==> config.mk <==
export PLATFORM = sky130hd
export DESIGN_NAME = jtgng_timer_rx
export DESIGN_NICKNAME = d
export VERILOG_FILES = /design/src/rtl/jtgng_timer_rx.sv
export SDC_FILE = /design/constraint.sdc
export NUM_CORES = 1
export LEC_CHECK = 0
export CAP_MARGIN = 25
export CORE_ASPECT_RATIO = 1.2
export CORE_MARGIN = 5
export CORE_UTILIZATION = 57
export CTS_CLUSTER_DIAMETER = 30
export DETAILED_ROUTE_END_ITERATION = 8
export PLACE_DENSITY = 0.83
export SYNTH_ARGS = -nofsm -noshare
export SYNTH_HDL_FRONTEND = slang
export SYNTH_SLANG_ARGS = --single-unit
==> constraint.sdc <==
create_clock -name clk -period 3.9 [get_ports clk]
set_input_delay 0.975 -clock clk [delete_from_list [all_inputs] [get_ports clk]]
set_output_delay 0.975 -clock clk [all_outputs]
set_load 0.05 [all_outputs]
==> src/rtl/jtgng_timer_rx.sv <==
// Timing-bus receiver: rebuilds pixel/line counters from LHBL/LVBL/HS/VS,
// measures line/frame geometry and sync widths, and reports lock / loss of signal.
module jtgng_timer_rx #(
  parameter int LOCK_FRAMES = 4,
  parameter int CW          = 10
) (
  input  logic          clk,
  input  logic          rst,
  input  logic          cen,
  input  logic          LHBL,
  input  logic          LVBL,
  input  logic          HS,
  input  logic          VS,
  output logic [CW-1:0] hcnt,
  output logic [8:0]    vcnt,
  output logic [CW-1:0] htotal,
  output logic [CW-1:0] hactive,
  output logic [8:0]    vtotal,
  output logic [8:0]    vactive,
  output logic [7:0]    hs_width,
  output logic [3:0]    vs_width,
  output logic          line_start,
  output logic          frame_start,
  output logic          locked,
  output logic          nosig
);
  localparam logic [CW-1:0] KMAX   = '1;
  localparam int            LW     = $clog2(LOCK_FRAMES + 1);
  localparam logic [LW-1:0] LOCK_N = LW'(LOCK_FRAMES);

  logic          lhbl_q, lhbl_d, hs_q, hs_d, lvbl_q, lvbl_d, vs_q, vs_d;
  logic [CW-1:0] k_q, k_d, htotal_q, htotal_d, hactive_q, hactive_d;
  logic [8:0]    j_q, j_d, vtotal_q, vtotal_d, vactive_q, vactive_d;
  logic [7:0]    hs_cnt_q, hs_cnt_d, hs_width_q, hs_width_d;
  logic [3:0]    vs_cnt_q, vs_cnt_d, vs_width_q, vs_width_d;
  logic          hvalid_q, hvalid_d, vvalid_q, vvalid_d;
  logic          line_start_q, line_start_d, frame_start_q, frame_start_d;
  logic          locked_q, locked_d, nosig_q, nosig_d;
  logic [LW-1:0] match_q, match_d;
  logic          snap_valid_q, snap_valid_d, frame_bad_q, frame_bad_d;
  logic [CW-1:0] snap_ht_q, snap_ht_d, snap_ha_q, snap_ha_d, ref_ht_q, ref_ht_d;
  logic [8:0]    snap_vt_q, snap_vt_d, snap_va_q, snap_va_d;
  logic          lrise, lfall, fs;
  logic [CW-1:0] k_inc;
  logic [8:0]    j_inc;

  always_comb begin
    lhbl_d = lhbl_q;  hs_d = hs_q;  lvbl_d = lvbl_q;  vs_d = vs_q;
    k_d = k_q;  htotal_d = htotal_q;  hactive_d = hactive_q;
    j_d = j_q;  vtotal_d = vtotal_q;  vactive_d = vactive_q;
    hs_cnt_d = hs_cnt_q;  hs_width_d = hs_width_q;
    vs_cnt_d = vs_cnt_q;  vs_width_d = vs_width_q;
    hvalid_d = hvalid_q;  vvalid_d = vvalid_q;
    line_start_d = 1'b0;  frame_start_d = 1'b0;
    nosig_d = nosig_q;  match_d = match_q;
    snap_valid_d = snap_valid_q;  frame_bad_d = frame_bad_q;
    snap_ht_d = snap_ht_q;  snap_ha_d = snap_ha_q;  ref_ht_d = ref_ht_q;
    snap_vt_d = snap_vt_q;  snap_va_d = snap_va_q;
    lrise = 1'b0;  lfall = 1'b0;  fs = 1'b0;
    k_inc = (k_q == KMAX) ? KMAX : k_q + 1'b1;
    j_inc = (j_q == 9'h1FF) ? j_q : j_q + 1'b1;

    if (cen) begin
      lrise = LHBL & ~lhbl_q;
      lfall = ~LHBL & lhbl_q;
      lhbl_d = LHBL;
      hs_d = HS;
      line_start_d = lrise;

      if (lrise) begin
        k_d = '0;
        nosig_d = 1'b0;
        hvalid_d = 1'b1;
        if (hvalid_q) htotal_d = k_inc;
      end else begin
        k_d = k_inc;
        // A line that never ends invalidates every measurement in flight
        if (k_inc == KMAX) begin
          nosig_d = 1'b1;
          match_d = '0;
          hvalid_d = 1'b0;
          vvalid_d = 1'b0;
          snap_valid_d = 1'b0;
        end
      end
      if (lfall) hactive_d = k_d;

      if (HS && !hs_q) hs_cnt_d = 8'd1;
      else if (HS && hs_cnt_q != 8'hFF) hs_cnt_d = hs_cnt_q + 8'd1;
      if (!HS && hs_q) hs_width_d = hs_cnt_q;

      if (lrise) begin
        lvbl_d = LVBL;
        vs_d = VS;
        fs = LVBL & ~lvbl_q;
        frame_start_d = fs;
        j_d = fs ? 9'd0 : j_inc;
        if (!LVBL && lvbl_q) vactive_d = j_d;

        if (VS && !vs_q) vs_cnt_d = 4'd1;
        else if (VS && vs_cnt_q != 4'hF) vs_cnt_d = vs_cnt_q + 4'd1;
        if (!VS && vs_q) vs_width_d = vs_cnt_q;

        if (fs) begin
          if (vvalid_q) begin
            vtotal_d = j_inc;
            if (frame_bad_q || htotal_d != ref_ht_q ||
                (snap_valid_q && {htotal_d, hactive_d, vtotal_d, vactive_d} !=
                                 {snap_ht_q, snap_ha_q, snap_vt_q, snap_va_q}))
              match_d = '0;
            else if (match_q != LOCK_N)
              match_d = match_q + 1'b1;
            snap_ht_d = htotal_d;
            snap_ha_d = hactive_d;
            snap_vt_d = vtotal_d;
            snap_va_d = vactive_d;
            snap_valid_d = 1'b1;
          end
          vvalid_d = 1'b1;
          ref_ht_d = htotal_d;
          frame_bad_d = 1'b0;
        end else if (htotal_d != ref_ht_q) begin
          frame_bad_d = 1'b1;
        end
      end
    end
    locked_d = (match_d == LOCK_N);
  end

  always_ff @(posedge clk) begin
    if (rst) begin
      lhbl_q <= 1'b0;  hs_q <= 1'b0;  lvbl_q <= 1'b0;  vs_q <= 1'b0;
      k_q <= '0;  htotal_q <= '0;  hactive_q <= '0;
      j_q <= '0;  vtotal_q <= '0;  vactive_q <= '0;
      hs_cnt_q <= '0;  hs_width_q <= '0;  vs_cnt_q <= '0;  vs_width_q <= '0;
      hvalid_q <= 1'b0;  vvalid_q <= 1'b0;
      line_start_q <= 1'b0;  frame_start_q <= 1'b0;
      locked_q <= 1'b0;  nosig_q <= 1'b0;  match_q <= '0;
      snap_valid_q <= 1'b0;  frame_bad_q <= 1'b0;
      snap_ht_q <= '0;  snap_ha_q <= '0;  ref_ht_q <= '0;
      snap_vt_q <= '0;  snap_va_q <= '0;
    end else begin
      lhbl_q <= lhbl_d;  hs_q <= hs_d;  lvbl_q <= lvbl_d;  vs_q <= vs_d;
      k_q <= k_d;  htotal_q <= htotal_d;  hactive_q <= hactive_d;
      j_q <= j_d;  vtotal_q <= vtotal_d;  vactive_q <= vactive_d;
      hs_cnt_q <= hs_cnt_d;  hs_width_q <= hs_width_d;
      vs_cnt_q <= vs_cnt_d;  vs_width_q <= vs_width_d;
      hvalid_q <= hvalid_d;  vvalid_q <= vvalid_d;
      line_start_q <= line_start_d;  frame_start_q <= frame_start_d;
      locked_q <= locked_d;  nosig_q <= nosig_d;  match_q <= match_d;
      snap_valid_q <= snap_valid_d;  frame_bad_q <= frame_bad_d;
      snap_ht_q <= snap_ht_d;  snap_ha_q <= snap_ha_d;  ref_ht_q <= ref_ht_d;
      snap_vt_q <= snap_vt_d;  snap_va_q <= snap_va_d;
    end
  end

  assign hcnt        = k_q;
  assign vcnt        = j_q;
  assign htotal      = htotal_q;
  assign hactive     = hactive_q;
  assign vtotal      = vtotal_q;
  assign vactive     = vactive_q;
  assign hs_width    = hs_width_q;
  assign vs_width    = vs_width_q;
  assign line_start  = line_start_q;
  assign frame_start = frame_start_q;
  assign locked      = locked_q;
  assign nosig       = nosig_q;
endmodule
After elaboration in Yosys (flattened, before gate mapping)

Index checks and enable logic that the tools add are counted.

Add/sub/neg operators: 5
Equality and inequality tests: 9
Mux-type cells: 39
Bitwise logic cells: 8
Reduce and logical (&&, ||, !) cells: 30

Operator list:

| kind                  | number |
|---|---|
| $mux 10               | 7 |
| $mux 9                | 5 |
| $ne 38x38->1          | 1 |
| $mux 3                | 8 |
| $eq 10x10->1 const B  | 2 |
| $mux 8                | 2 |
| $mux 1                | 15 |
| $reduce_and 3->1      | 4 |
| $add 10x1->10 const B | 1 |
| $ne 10x10->1          | 1 |
| $add 9x1->9 const B   | 1 |
| $eq 9x9->1 const B    | 1 |
| $add 8x1->8 const B   | 1 |
| $logic_and 1x1->1     | 8 |
| $mux 4                | 2 |
| $ne 8x8->1 const B    | 1 |
| $reduce_and 2->1      | 4 |
| $reduce_bool 2->1     | 4 |
| $logic_not 1->1       | 5 |
| $not 1->1             | 5 |
| $add 4x1->4 const B   | 1 |
| $ne 4x4->1 const B    | 1 |
| $reduce_and 4->1      | 1 |
| $add 3x1->3 const B   | 1 |
| 6 further kinds       | 9 |

Register bits after elaboration: 135
Input bits: 7
Output and inout bits: 73
Logic and storage cells: 118

Longest topological paths before layout

Gate-level depths: netlist of the first run.

Depth in word-level cells: 15
Mapped depth: 12
Gate-level depth less buffers: 10

Worst setup path before layout of the first run

No wires, ideal clock.

Path kind: register to register
From: register j_q[1], in the netlist vcnt[1]
To: register locked_q, in the netlist locked
Setup time: 115 ps
Data arrival time: 3814 ps
Data required time: 3785 ps
Slack: -30 ps
Cell stages (with the launch flop): 12
Path buffers: 1
Clock period less this slack: 3930 ps
Cell sequence: dfxtp_1 ha_1 buf_4 nand4_1 nor2_2 o32ai_1 or4_1 or4_1 or4_1 o41ai_2 a41oi_1 and3_1

Cells in the longest elaborated chain, start to end: 15
Elaborated cells between the ends (all ways): 16
Classes of those cells: add/sub: 1; eq/ne: 3; mux: 10; reduce/logical: 2

Ends and longest elaborated chain:

| item                                      | RTL line | text |
|---|---|---|
| start: declaration                        | 33       | `logic [8:0] j_q, j_d, vtotal_q, vtotal_d, vactive_q, vactive_d;` |
| start signal: assignment                  | 145      | `j_q <= j_d; vtotal_q <= vtotal_d; vactive_q <= vactive_d;` |
| $add 9x1->9 or $eq 9x9->1 (tied branches) | 61       | `j_inc = (j_q == 9'h1FF) ? j_q : j_q + 1'b1;` |
| $mux 9 *                                  | 61       |  |
| $mux 9                                    | 97       | `j_d = fs ? 9'd0 : j_inc;` |
| $mux 9                                    | 98       | `if (!LVBL && lvbl_q) vactive_d = j_d;` |
| $mux 9                                    | 92       | `if (lrise) begin` |
| $mux 9                                    | 63       | `if (cen) begin` |
| $ne 38x38->1 *                            | 108      | `(snap_valid_q && {htotal_d, hactive_d, vtotal_d, vactive_d} !=` |
| $logic_and 1x1->1 *                       | 108      |  |
| $logic_or 1x1->1 *                        | 107      | `if (frame_bad_q \|\| htotal_d != ref_ht_q \|\|` |
| $mux 3 *                                  | 107      |  |
| $mux 3 *                                  | 105      | `if (vvalid_q) begin` |
| $mux 3 *                                  | 104      | `if (fs) begin` |
| $mux 3 *                                  | 92       |  |
| $mux 3 *                                  | 63       |  |
| $eq 3x3->1 *                              | 127      | `locked_d = (match_d == LOCK_N);` |
| end signal: assignment                    | 150      | `locked_q <= locked_d; nosig_q <= nosig_d; match_q <= match_d;` |
| end: declaration                          | 38       | `logic locked_q, locked_d, nosig_q, nosig_d;` |

Mark *: on every way between the ends. The rest lies on a longest branch, timed or not. The select of a mux whose other input is x is not followed.
A chain may end at the register's enable or synchronous reset.

Worst setup path in the final report of the first run

From: input port LVBL
To: register locked_q, in the netlist locked

Cells in the longest elaborated chain, start to end: 14
Elaborated cells between the ends (all ways): 16
Classes of those cells: eq/ne: 2; mux: 9; bitwise: 1; reduce/logical: 4

Ends and longest elaborated chain:

| item                                           | RTL line | text |
|---|---|---|
| start: declaration                             | 11       | `input logic LVBL,` |
| $and 1x1->1 or $logic_not 1->1 (tied branches) | 95, 98   |  |
| $mux 9 or $logic_and 1x1->1 (tied branches)    | 97, 98   |  |
| $mux 9                                         | 98       |  |
| $mux 9                                         | 92       |  |
| $mux 9                                         | 63       |  |
| $ne 38x38->1                                   | 108      |  |
| $logic_and 1x1->1                              | 108      |  |
| $logic_or 1x1->1                               | 107      |  |
| $mux 3                                         | 107      |  |
| $mux 3                                         | 105      |  |
| $mux 3 *                                       | 104      |  |
| $mux 3 *                                       | 92       |  |
| $mux 3 *                                       | 63       |  |
| $eq 3x3->1 *                                   | 127      |  |

Marked as above.

==> metrics.csv, run 1 <==
metric;value;unit
Post-Route M1 WL;9.28;mm
synthesized area;7190;µm²
synthesized flop and latch total;135;
asr flop ratio synth;0;%
Worst path most repeated cell;or4_1;
PD cells;382;nW/µm²
H-tree Lvls;4;
WL per Instance;19.1;µm
Placeable Area;12500;µm²
Adder-Cell Fraction of Synth Area;1.04;%
leakage;3.47;nW
final WL;22.8;mm
Layout area overhead;27.5;%
vias in the first global route;7011;
RSZ-0062 raised after global routing;no;
GRT Total Usage;30.4;%
Rows;45;
placer congestion estimate;0.973;
slowest CP cell;clkdlybuf4s50_1;
fin cells;1196;
largest net degree at the start of global routing;56;
cts bufs inserted;17;
mux share of post-synthesis cell area;3.92;%
fin util;73.4;%
initial antenna violation count;0;
residual DRC count;0;
clock skew;9.84;ps
status;completed;
XOR/XNOR share of the synthesized area;5.48;%
CP Class;in -> reg;
dpl cells;1164;
Starting DRT DRC Count;768;
Max-slew headroom;38.6;%
placed inst area;8510;µm²
clk sinks;135;
WP data arrival;4010;ps
Vias;7490;
met3 WL;1.80;mm
CP cell instances;clkdlybuf4s50_1 -> nor2b_2 -> buf_4 -> nor2_1 -> a211oi_1 -> or4_1 -> or4_1 -> or4_1 -> o41ai_2 -> buf_4 -> a41oi_1 -> and3_1;
Root Driver;clkbuf_16;
vias per cell;6.26;
Post-DP HPWL;16.2;mm
Post-synth EDFFs;0;
Synth Area in Simple Gates;24.0;%
I/O pin cnt;80;
crit end category;flop;
total gr overflow;0;
Setup violations, final;0;
max cap viols;0;
Bufs and invs on worst path;3;
n_diodes;0;
clock slew at reported path FFs;60;ps
Final Hold Violating Endpoints;0;
max layer used;met5;
Power Total;3.50;mW
fillers;976;
Final #Nets;1032;
share of cells above drive strength 1;13.0;%
quantity of I/O buffers inserted on ports;79;
post-synthesis sequential area ratio;37.6;%
Peak VDD IR;0.000445;V
Initial Utilization;57.5;%
Synth Area in Compound Gates;22.9;%
Top FF cell, synth;dfxtp_1;
later-pin clock latency in the skew report;430;ps
Final ANT Viol Nets;0;
Data required, critical path;4220;ps
met2 WL;11.0;mm
hold slack;471;ps
Setup Buffers After CTS;0;
Netlist cell types;73;
post-layout instance area;9170;µm²
Cells after Synth;905;
crit-path max FO;5;
first drt pass iteration count;7;
post-layout minimum cycle time;3690;ps
Worst path top cell family by delay;simple AND/OR/NAND/NOR gates;
crit-path max cell delay;530;ps
global-route wire length before repair;36.7;mm
period utilization;94.6;%
Die ar.;15000;µm²
Worst setup SP type;primary input;
Die X;113;µm
Hold WC Path Type;reg -> reg;
Tightest Pin Transition;913;ps
Clock Tree Buf Depth;2;
syn_area_per_cell;7.95;µm²
Die Y;133;µm
CTS tree;yes;
syn nets;918;
Hold Buf Count CTS;0;
Pins Over Slew Limit;0;
Max Clk Rate;0.271;GHz
Synthesis Warnings;0;
largest family of logic cells by synthesized area;simple AND/OR/NAND/NOR gates;
-- per-layer routing --
metal  track usage, %  vias to the layer above
met5             1.67                        -
met4             11.0                        2
met3             6.36                       61
met2             49.7                      375
met1             39.6                     3562
li1                 -                     3490
-- logic make-up (layout without fill, tap and decap cells) --
kind of cell,Yosys count,in the layout
AO/OA/AOI/OAI,236,236
XOR/XNOR,45,45
multiplexers,28,28
AND/OR/NAND/NOR,372,372
flip-flops,135,135
buffers and inverters,83,210
adder cells (fa/ha/maj),6,6
-- worst register-to-register path, cell delays in order, from the launching register on --
cell and delay [ps]:
dfxtp_1 330, ha_1 230, and3_1 270, xor2_1 300, o32ai_1 140, or4_1 510, or4_1 420, or4_1 420
o41ai_2 340, buf_4 170, a41oi_1 130, and3_1 190
-- repair_timing --
action / 4_1_cts / 5_1_grt
gates resized for setup: 0 / 6
setup endpoints to repair: 0 / 3
hold endpoints to repair: 0 / 0
-- area by class of cell --
class                      instances  area [µm²]  area share [%]
tap                              164         205            2.24
clock buffer                      18         429            4.68
timing repair buffer             158        1390            15.2
inverter                          20        75.1           0.819
sequential                       135        2710            29.5
clock inverter                    14         220            2.40
multi-input combinational        687        4140            45.2
-- final timing paths --
kind | from | end | slack, ps | cells after the start
setup / recovery | LVBL | locked$_SDFF_PP0_ | 210 | 12
hold / removal | ref_ht_q[2]$_SDFFE_PP0P_ | ref_ht_q[2]$_SDFFE_PP0P_ | 470 | 2
setup reg to reg | vcnt[0]$_SDFFE_PP0P_ | locked$_SDFF_PP0_ | 360 | 11
hold reg to reg | ref_ht_q[2]$_SDFFE_PP0P_ | ref_ht_q[2]$_SDFFE_PP0P_ | 470 | 2
-- flip-flops by register name, summed over array words and instances, names as in the netlist, 3 cells and up --
register / count
hactive: 10
hcnt: 10
hs_cnt_q: 8
hs_width: 8
htotal: 10
match_q: 3
ref_ht_q: 10
snap_ha_q: 10
snap_ht_q: 10
snap_va_q: 9
snap_vt_q: 9
vactive: 9
vcnt: 9
vs_cnt_q: 4
vs_width: 4
-- through the flow --
step	setup TNS, ps	setup slack [ps]
6_report	0	212
5_1_grt	0	9.58
4_1_cts	0	139
3_5_place_dp	-1070	-323
3_3_place_gp	-761	-253
2_1_floorplan	0	57.8
-- layout by cell type, fill, tap and decap left out, drive strengths merged, types with 5 or more instances in the layout --
| cell | count |
|---|---|
| clkbuf | 18 |
| nor2b | 13 |
| o22ai | 5 |
| mux2i | 27 |
| dfxtp | 135 |
| xor2 | 25 |
| xnor2 | 20 |
| clkdlybuf4s50 | 78 |
| and3 | 11 |
| o31ai | 6 |
| nor4 | 7 |
| inv | 24 |
| and4 | 6 |
| a211oi | 43 |
| or4 | 7 |
| nor3 | 16 |
| a311oi | 8 |
| a21oi | 66 |
| nand3 | 20 |
| a2bb2oi | 5 |
| bufinv | 5 |
| o21ai | 23 |
| a31oi | 16 |
| nor2 | 149 |
| buf | 80 |
| and2 | 5 |
| nand2 | 98 |
| ha | 6 |
| a21boi | 5 |
| nand2b | 11 |
| a2111oi | 5 |
| nand4 | 16 |
-- where the power goes --
group | total (mW) | switching [mW] | internal [mW]
sequential | 1.42 | 0.0227 | 1.40
combinational | 0.288 | 0.178 | 0.109
clock | 1.79 | 0.648 | 1.14
total | 3.50 | 0.849 | 2.65
-- synth_stat cells (all sizes together) (3+ instances only) --
| library cell | number | share of area (%) |
|---|---|---|
| a2111oi | 5 | 0.61 |
| a211oi | 43 | 4.6 |
| a21boi | 5 | 0.52 |
| a21oi | 66 | 4.6 |
| a22oi | 4 | 0.42 |
| a2bb2oi | 5 | 0.70 |
| a311oi | 8 | 0.97 |
| a31o | 4 | 0.49 |
| a31oi | 16 | 1.4 |
| a32oi | 4 | 0.49 |
| a41oi | 3 | 0.63 |
| and2 | 5 | 0.44 |
| and3 | 11 | 0.96 |
| and4 | 6 | 0.73 |
| buf | 13 | 1.3 |
| clkbuf | 50 | 2.6 |
| dfxtp | 135 | 38 |
| ha | 6 | 1.0 |
| inv | 20 | 1.0 |
| mux2i | 27 | 3.8 |
| nand2 | 98 | 5.1 |
| nand2b | 11 | 0.96 |
| nand3 | 20 | 1.4 |
| nand3b | 4 | 0.42 |
| nand4 | 16 | 1.6 |
| nor2 | 149 | 7.8 |
| nor2b | 13 | 1.1 |
| nor3 | 16 | 1.1 |
| nor4 | 7 | 0.70 |
| o2111ai | 4 | 0.49 |
| o211ai | 3 | 0.31 |
| o21a | 4 | 0.42 |
| o21ai | 23 | 1.6 |
| o22ai | 5 | 0.44 |
| o31ai | 6 | 0.63 |
| o32ai | 4 | 0.49 |
| or3 | 3 | 0.26 |
| or4 | 7 | 0.73 |
| xnor2 | 20 | 2.4 |
| xor2 | 25 | 3.0 |
(Power assumes the default switching activity.)
==> inputs of run 2 (changes only) <==
--- a/config.mk
+++ b/config.mk
@@ -12,6 +12,7 @@
 export CTS_CLUSTER_DIAMETER = 30
 export DETAILED_ROUTE_END_ITERATION = 8
 export PLACE_DENSITY = 0.83
+export SKIP_LAST_GASP = 1
 export SYNTH_ARGS = -nofsm -noshare
 export SYNTH_HDL_FRONTEND = slang
 export SYNTH_SLANG_ARGS = --single-unit
==> results of run 2 <==
The final DEF is identical to that of run 1; final timing and power are the same.
